===== config.mk =====
export PLATFORM = sky130hd
export DESIGN_NAME = alu_arbiter
export DESIGN_NICKNAME = d
export VERILOG_FILES = /design/src/rtl/alu_ctrl_pkg.sv /design/src/rtl/opcodes_pkg.sv /design/src/rtl/rr_arbiter.sv /design/src/rtl/alu_arbiter.sv
export SDC_FILE = /design/constraint.sdc
export NUM_CORES = 1
export LEC_CHECK = 0
export CORE_AREA = 2 2 181 183
export DETAILED_ROUTE_END_ITERATION = 8
export DIE_AREA = 0 0 183 185
export GPL_TIMING_DRIVEN = 0
export HOLD_SLACK_MARGIN = 0.05
export PLACE_DENSITY = 0.63
export SETUP_SLACK_MARGIN = 0.5
export SYNTH_ARGS = -nofsm -noshare
export SYNTH_HDL_FRONTEND = slang
export SYNTH_SLANG_ARGS = --single-unit

===== constraint.sdc =====
create_clock -name clk -period 3.6 [get_ports clk]
set_input_delay 0.54 -clock clk [delete_from_list [all_inputs] [get_ports clk]]
set_output_delay 0.54 -clock clk [all_outputs]
set_load 0.01 [all_outputs]

===== src/rtl/alu_ctrl_pkg.sv =====
// FSM state encoding and defaults for the ALU sharing arbiter.
package alu_ctrl_pkg;

   typedef enum logic [1:0] {
      IDLE  = 2'd0,
      ISSUE = 2'd1,
      WAIT  = 2'd2,
      RESP  = 2'd3
   } arb_state_t;

   localparam int unsigned ALU_LATENCY_DEFAULT = 2;

   function automatic int unsigned wrap_inc(input int unsigned i, input int unsigned n);
      return (i + 1 >= n) ? 0 : i + 1;
   endfunction

endpackage


===== src/rtl/opcodes_pkg.sv =====
// Instruction and register types shared by the ALU and the logic that feeds it.
package opcodes;

   localparam int unsigned XLEN = 32;

   typedef logic [XLEN-1:0] register_t;

   typedef enum logic [3:0] {
      M_ADD = 4'd0,
      M_SUB = 4'd1,
      M_AND = 4'd2,
      M_OR  = 4'd3,
      M_XOR = 4'd4,
      M_SLL = 4'd5,
      M_SRL = 4'd6,
      M_SRA = 4'd7
   } alu_op_t;

   typedef struct packed {
      logic [27:0] imm;
      alu_op_t     op;
   } instruction_t;

endpackage


===== src/rtl/rr_arbiter.sv =====
// Round-robin request picker; ALU_ARB_FIXED_PRIO_EN swaps in lowest-index-wins priority.
module rr_arbiter #(
   parameter int unsigned N     = 2,
   parameter int unsigned IDX_W = $clog2(N)
) (
   input  logic [N-1:0]     req,
   input  logic [IDX_W-1:0] ptr,
   output logic [N-1:0]     grant,
   output logic [IDX_W-1:0] idx
);

   logic found;

`ifdef ALU_ARB_FIXED_PRIO_EN
   logic unused_ptr;
   assign unused_ptr = ^ptr;

   always_comb begin
      grant = '0;
      idx   = '0;
      found = 1'b0;
      for (int unsigned i = 0; i < N; i++) begin
         if (!found && req[i]) begin
            found    = 1'b1;
            grant[i] = 1'b1;
            idx      = IDX_W'(i);
         end
      end
   end
`else
   int unsigned j;

   // Scan upward from ptr with wrap-around; first valid request wins.
   always_comb begin
      grant = '0;
      idx   = '0;
      found = 1'b0;
      j     = 0;
      for (int unsigned i = 0; i < N; i++) begin
         j = (32'(ptr) + i) % N;
         if (!found && req[j]) begin
            found    = 1'b1;
            grant[j] = 1'b1;
            idx      = IDX_W'(j);
         end
      end
   end
`endif

endmodule


===== src/rtl/alu_arbiter.sv =====
// Shares one fixed-latency ALU between NUM_REQ requesters, one operation in flight.
// ALU_ARB_FIXED_PRIO_EN selects fixed priority instead of round-robin.
module alu_arbiter
   import alu_ctrl_pkg::*;
   import opcodes::*;
#(
   parameter int unsigned NUM_REQ     = 2,
   parameter int unsigned ALU_LATENCY = ALU_LATENCY_DEFAULT
) (
   input  logic                       clk,
   input  logic                       rst,
   input  logic [NUM_REQ-1:0]         req_valid,
   output logic [NUM_REQ-1:0]         req_ready,
   input  instruction_t               req_instr [NUM_REQ],
   input  register_t                  req_op1   [NUM_REQ],
   input  register_t                  req_op2   [NUM_REQ],
   input  register_t                  req_pc    [NUM_REQ],
   output logic [NUM_REQ-1:0]         rsp_valid,
   input  logic [NUM_REQ-1:0]         rsp_ready,
   output register_t                  rsp_result,
   output logic [$clog2(NUM_REQ)-1:0] rsp_id,
   output instruction_t               alu_instr,
   output register_t                  alu_op1,
   output register_t                  alu_op2,
   output register_t                  alu_pc,
   output logic                       alu_enable,
   input  register_t                  alu_result,
   output logic                       busy
);

   localparam int unsigned IDX_W = $clog2(NUM_REQ);
   localparam int unsigned CNT_W = (ALU_LATENCY > 1) ? $clog2(ALU_LATENCY) : 1;

   arb_state_t         state_q, state_d;
   logic [CNT_W-1:0]   cnt_q, cnt_d;
   logic               armed;
   logic [NUM_REQ-1:0] grant;
   logic [IDX_W-1:0]   grant_idx;
   logic [IDX_W-1:0]   arb_ptr;
   logic               handshake;

   instruction_t       alu_instr_d;
   register_t          alu_op1_d, alu_op2_d, alu_pc_d, rsp_result_d;
   logic [IDX_W-1:0]   rsp_id_d;
   logic [NUM_REQ-1:0] rsp_valid_d;
   logic               alu_enable_d, busy_d;

`ifdef ALU_ARB_FIXED_PRIO_EN
   assign arb_ptr = '0;
`else
   logic [IDX_W-1:0] ptr_q, ptr_d;

   always_ff @(posedge clk or negedge rst) begin
      if (!rst) ptr_q <= '0;
      else      ptr_q <= ptr_d;
   end

   assign arb_ptr = ptr_q;
`endif

   rr_arbiter #(.N(NUM_REQ), .IDX_W(IDX_W)) u_rr_arbiter (
      .req   (req_valid),
      .ptr   (arb_ptr),
      .grant (grant),
      .idx   (grant_idx)
   );

   // armed keeps req_ready low while reset is asserted, without a combinational reset path.
   assign req_ready = (state_q == IDLE && armed) ? grant : '0;
   assign handshake = |(req_valid & req_ready);

   always_comb begin
      state_d      = state_q;
      cnt_d        = cnt_q;
      alu_instr_d  = alu_instr;
      alu_op1_d    = alu_op1;
      alu_op2_d    = alu_op2;
      alu_pc_d     = alu_pc;
      rsp_result_d = rsp_result;
      rsp_id_d     = rsp_id;
      rsp_valid_d  = '0;
      alu_enable_d = 1'b0;
`ifndef ALU_ARB_FIXED_PRIO_EN
      ptr_d        = ptr_q;
`endif
      case (state_q)
         IDLE: begin
            if (handshake) begin
               state_d      = ISSUE;
               alu_instr_d  = req_instr[grant_idx];
               alu_op1_d    = req_op1[grant_idx];
               alu_op2_d    = req_op2[grant_idx];
               alu_pc_d     = req_pc[grant_idx];
               rsp_id_d     = grant_idx;
               alu_enable_d = 1'b1;
            end
         end
         ISSUE: begin
            if (ALU_LATENCY > 1) begin
               state_d = WAIT;
               cnt_d   = CNT_W'(ALU_LATENCY - 1);
            end else begin
               state_d             = RESP;
               rsp_result_d        = alu_result;
               rsp_valid_d[rsp_id] = 1'b1;
            end
         end
         WAIT: begin
            if (cnt_q == CNT_W'(1)) begin
               state_d             = RESP;
               rsp_result_d        = alu_result;
               rsp_valid_d[rsp_id] = 1'b1;
            end else begin
               cnt_d = cnt_q - CNT_W'(1);
            end
         end
         RESP: begin
            if (rsp_ready[rsp_id]) begin
               state_d = IDLE;
`ifndef ALU_ARB_FIXED_PRIO_EN
               ptr_d   = IDX_W'(wrap_inc(32'(rsp_id), NUM_REQ));
`endif
            end else begin
               rsp_valid_d[rsp_id] = 1'b1;
            end
         end
         default: state_d = IDLE;
      endcase
      busy_d = (state_d != IDLE);
   end

   always_ff @(posedge clk or negedge rst) begin
      if (!rst) begin
         state_q    <= IDLE;
         cnt_q      <= '0;
         armed      <= 1'b0;
         alu_instr  <= '0;
         alu_op1    <= '0;
         alu_op2    <= '0;
         alu_pc     <= '0;
         alu_enable <= 1'b0;
         rsp_result <= '0;
         rsp_id     <= '0;
         rsp_valid  <= '0;
         busy       <= 1'b0;
      end else begin
         state_q    <= state_d;
         cnt_q      <= cnt_d;
         armed      <= 1'b1;
         alu_instr  <= alu_instr_d;
         alu_op1    <= alu_op1_d;
         alu_op2    <= alu_op2_d;
         alu_pc     <= alu_pc_d;
         alu_enable <= alu_enable_d;
         rsp_result <= rsp_result_d;
         rsp_id     <= rsp_id_d;
         rsp_valid  <= rsp_valid_d;
         busy       <= busy_d;
      end
   end

endmodule


## Word level (Yosys, flattened, before mapping)

Cells that the tools add are included.

| word-level totals | value |
|---|---|
| flip-flop bits (word level) | 170 |
| input bits | 294 |
| logic and storage cells | 86 |
| output and inout bits | 167 |

| cells by class | value |
|---|---|
| reductions and logical operators | 13 |
| equality and inequality tests | 3 |
| magnitude comparators | 8 |
| mux-type cells | 42 |
| add/sub/neg operators | 3 |
| bitwise gates (word level) | 3 |

Operators with widths:

| cell | count |
|---|---|
| $mux W32 | 12 |
| $mux W1 | 16 |
| $mux W2 | 8 |
| $pmux W2 S4 | 1 |
| $lt A1 B2 Y1 const B | 3 |
| $reduce_and A2 Y1 | 3 |
| $logic_and A1 B1 Y1 | 5 |
| $eq A2 B2 Y1 const B | 2 |
| $ge A2 B2 Y1 const B | 2 |
| $pmux W2 S2 | 1 |
| $reduce_bool A2 Y1 | 2 |
| $demux W1 S1 | 3 |
| $ge A1 B1 Y1 const B | 3 |
| $add A1 B1 Y2 const B | 1 |
| $and A2 B2 Y2 | 1 |
| $eq A2 B1 Y1 const B | 1 |
| $logic_not A2 Y1 | 1 |
| $not A1 Y2 | 1 |
| $or A2 B2 Y2 | 1 |
| $pmux W1 S2 | 1 |
| $reduce_or A2 Y1 | 1 |
| $add A1 B1 Y1 const B | 1 |
| $logic_not A1 Y1 | 1 |
| $sub A1 B1 Y1 const B | 1 |

## Depth between registers and ports, before layout

| depth | value |
|---|---|
| depth in word-level cells | 13 |
| mapped depth | 8 |
| mapped depth without buffers | 6 |

## Hierarchy

From an unflattened synthesis, not the netlist that was laid out.

| second synthesis, totals | value |
|---|---|
| cells, all modules | 675 |
| area total of the unflattened synthesis | 7517.2 um2 |

By module, submodules not included:

| module | sequential area each (um2) | area an instance (um2) | cells an instance | instances |
|---|---|---|---|---|
| alu_arbiter | 4254.1 | 7487.2 | 671 | 1 |
| rr_arbiter | 0.0 | 30.0 | 4 | 1 |

## Worst setup path after synthesis

No wires, ideal clock.

| timing path | value |
|---|---|
| path type | flip-flop to output port |
| start point | register state_q[0] |
| end point | output port req_ready[0] |
| path buffers | 0 |
| data arrival time | 1229 ps |
| path slack | 1831 ps |
| cell stages (with the launch flop) | 5 |
| required time | 3060 ps |
| path through | dfrtp_1 > inv_1 > ha_1 > nand2_1 > a211oi_1 |

| between the ends | value |
|---|---|
| longest elaborated chain between the ends | 3 |

RTL lines:

| item | RTL line | text |
|---|---|---|
| from (decl) | alu_arbiter.sv:34 | `arb_state_t state_q, state_d;` |
| from (signal assigned) | alu_arbiter.sv:147 | `state_q <= state_d;` |
| $logic_not A2 Y1 | alu_arbiter.sv:69 | `assign req_ready = (state_q == IDLE && armed) ? grant : '0;` |
| $logic_and A1 B1 Y1 | alu_arbiter.sv:69 |  |
| $mux W2 | alu_arbiter.sv:69 |  |
| to (decl) | alu_arbiter.sv:13 | `output logic [NUM_REQ-1:0] req_ready,` |

Every way passes these cells.

## Worst setup path in the final report

| timing path | value |
|---|---|
| start point | input port req_valid[0] |
| end point | output port req_ready[1] |

| between the ends | value |
|---|---|
| longest elaborated chain between the ends | 7 |
| elaborated cells on any way between the ends | 11 |
| classes of those cells | 8 x mux; 1 x bitwise; 2 x reduce/logical |

RTL lines:

| item | RTL line | text |
|---|---|---|
| from (decl) | alu_arbiter.sv:12 | `input logic [NUM_REQ-1:0] req_valid,` |
| $mux W1 (implied by the code) (2 in series) | rr_arbiter.sv:41 | `if (!found && req[j]) begin` |
| $mux W1 | rr_arbiter.sv:41 |  |
| $logic_not A1 Y1 | rr_arbiter.sv:41 |  |
| $logic_and A1 B1 Y1 | rr_arbiter.sv:41 |  |
| $mux W2 (*) | rr_arbiter.sv:41 |  |
| $mux W2 (*) | alu_arbiter.sv:69 |  |

Mark *: on every way between the ends. The rest lies on a longest branch, timed or not. The select of a mux whose other input is x is not followed.

==> results.toml <==
[run_status]
status = "finished clean"

[cells_and_area]
syn_to_final_growth_pct = 76.0
diodes = 0
final_cell_mix = "clkdlybuf4s50_1 (459), dfrtp_1 (170), nand2_1 (134)"
nets = 1449
final_common_cell = "clkdlybuf4s50_1"
drive_above_1_share = 0.0868
fin_cells = 1571

[logic_synthesis]
synth_cell_types = 30
ys_ff_latch = 170
synth_area_per_cell_um2 = 11.3
yosys_warnings = 0
synth-seq-area-share = 0.561
synth_edf_count = 0
syn_area_um2 = 7580
synth_nets = 969
async_reset_ff_frac = 1.00
synthCells = 670
synth_ff_type = "dfrtp_1"

[sta]
setup_ws_ns = 0.630
hold_viol_final = 0
fmax_ghz = 0.337
slew_violations = 0
worst-slew-pin-transition_ns = 0.719
period_needed_ns = 2.97
slew_headroom = 0.521
setup_viol = 0
finalCritPeriodShare = 0.825
rsz0062_at_grt = "no"
fin_worst_skew_ns = 0.00992

[global_route]
antenna_found_initial = 1
grt_pass1_vias = 7143
grt_usage = 0.163
grt_overflow = 0
grt_max_degree = 94
grt_pass1_wl_mm = 41.6

[setup_path]
slowest_delay_ns = 0.53
reg2reg_slack_ns = 1.51
cp_slowest_cell = "clkdlybuf4s50_1"
worstReg2RegStart = "state_q[0]"
cp-start-kind = "input pin"
arrival_ns = 2.43
crit_path_end_kind = "primary output"
path_common_cell = "clkdlybuf4s50_1"
path_delay_family = "buffers and inverters"
r2r_end = "alu_op1[25]"
path_cells = "clkdlybuf4s50_1, inv_1, o21ai_4, buf_8, buf_6, nor2_1, clkdlybuf4s50_1"
worst_r2r_path_depth = 8
critPathBufInv = 5
crit_fanout = 10
crit_type = "in2out"
required_ns = 3.06

[floorplanning]
pin_count = 461
chipWidth_um = 183
die_h_um = 185
die_area_um2 = 33900
num_rows = 66
start_util = 0.237
coreArea_um2 = 32000

[place]
place_inst = 1539
port_buffers = 460
routabilityCongestion = 0.772
dp_hpwl_mm = 22.3
preCtsSetupSlack_ns = 0.398

[cts]
cts.path.max_buffers = 2
cts_setup_buffers = 0
root_buffer = "clkbuf_16"
clk_pin_slew_ns = 0.07
cts_made_buffers = 17
cts-htree-levels = 4
clock_latency_ns = 0.43
cts_tree = "done"
cts.sinks = 170

[detailed_routing]
wl_mm = 28.1
drt-initial-drc-count = 190
wl_per_cell_um = 17.9
drcViolationCount = 0
drtPass1Iterations = 4
viasPerCell = 4.33
dr_total_vias = 6801
detail-route-antenna-nets = 0

[pwr]
p_total_mw = 9.82
power.internal_mw = 6.43
ir_drop_mv = 0.298
p_leak_nw = 5.88
pwr-share-clk = 0.195
power.density_nw_per_um2 = 736
switching_share = 0.345
p_switching_mw = 3.39
comb_power_share = 0.468
seq_power_share = 0.337

[hold_path]
hold_path_class = "in2async"

[flow_run]
drv_cap = 0
-- metrics by stage --
| stage | hold WS (ns) | TNS (ns) | utilization | area (um^2) |
|---|---|---|---|---|
| global route | 0.0969 | 0 | 0.416 | 13300 |
| global placement | 0.457 | -901.52 | 0.396 | 12700 |
| detailed placement | 0.458 | 0 | 0.397 | 12700 |
| CTS | 0.0853 | 0 | 0.416 | 13300 |
| floorplan | 0.244 | 0 | - | 7580 |
| finish | 0.0457 | 0 | 0.416 | 13300 |
-- cells in the mapped netlist, drive strengths merged (2+ instances only) --
library cell | count | area [um^2]
nand2 | 134 | 503
buf | 33 | 236
nand2b | 2 | 12.5
nor2 | 2 | 7.51
dfrtp | 170 | 4250
inv | 5 | 18.8
a21oi | 3 | 15.0
clkbuf | 12 | 45.0
ha | 5 | 62.6
nand3 | 3 | 20.0
mux2i | 129 | 1290
mux2 | 32 | 360
o21ai | 130 | 654
-- power by group through the flow --
| stage | Combinational, mW | Sequential [mW] | Clock [mW] |
|---|---|---|---|
| after global placement | 4.63 | 3.30 | 0 |
| after CTS | 4.68 | 3.32 | 1.99 |
| final | 4.59 | 3.31 | 1.92 |
| after detailed placement | 4.66 | 3.34 | 0 |
| after global routing | 4.99 | 3.42 | 2.05 |
| after floorplan | 1.51 | 3.70 | 0 |
-- worst max-delay path by stage --
stage | from | to | slack [ns] | cells past startpoint
detailed placement | req_valid[0] | req_ready[1] | 0.40 | 7
CTS | req_valid[0] | req_ready[1] | 0.55 | 7
global route | req_valid[0] | req_ready[1] | 0.51 | 7
global placement | rst | alu_instr[30] | -5.33 | 1
floorplan | state_q[0] | req_ready[0] | 1.83 | 4
finish | req_valid[0] | req_ready[1] | 0.63 | 7
-- area by class of cell --
cell class / count / area (um^2)
timing repair buffer: 461 / 4640
inverter: 5 / 18.8
sequential: 170 / 4250
fill: 3167 / 18700
tap: 408 / 510
clock inverter: 13 / 156
clock buffer: 19 / 443
buffer: 45 / 289
multi-input combinational: 450 / 3030
-- logic make-up after synthesis --
family,Yosys count,share of synthesized area
flops,170,0.561
buf+inv,50,0.0396
compound gates,138,0.0967
fa+ha+maj,5,0.00825
other cells,1,0.000495
mux,161,0.218
simple gates,145,0.0758
-- per-layer routing --
layer	track usage	part of all wire	up-vias
met3	0.0606	0.093	24
met5	0	0.00036	-
met4	0.0483	0.017	2
met2	0.292	0.50	311
li1	-	-	3270
met1	0.181	0.39	3194
-- sequential cells by signal, indices dropped and copies added (netlist names) --
name        cells
arb_ptr         1
armed           1
cnt_q           1
busy            1
alu_pc         32
rsp_id          1
alu_op1        32
alu_enable      1
alu_op2        32
rsp_result     32
rsp_valid       2
alu_instr      32
state_q         2
-- what timing repair did --
action	in CTS	in global routing
hold buffers	0	0
resized for setup	2	1
setup endpoints to repair	1	1
(Power assumes the default switching activity.)
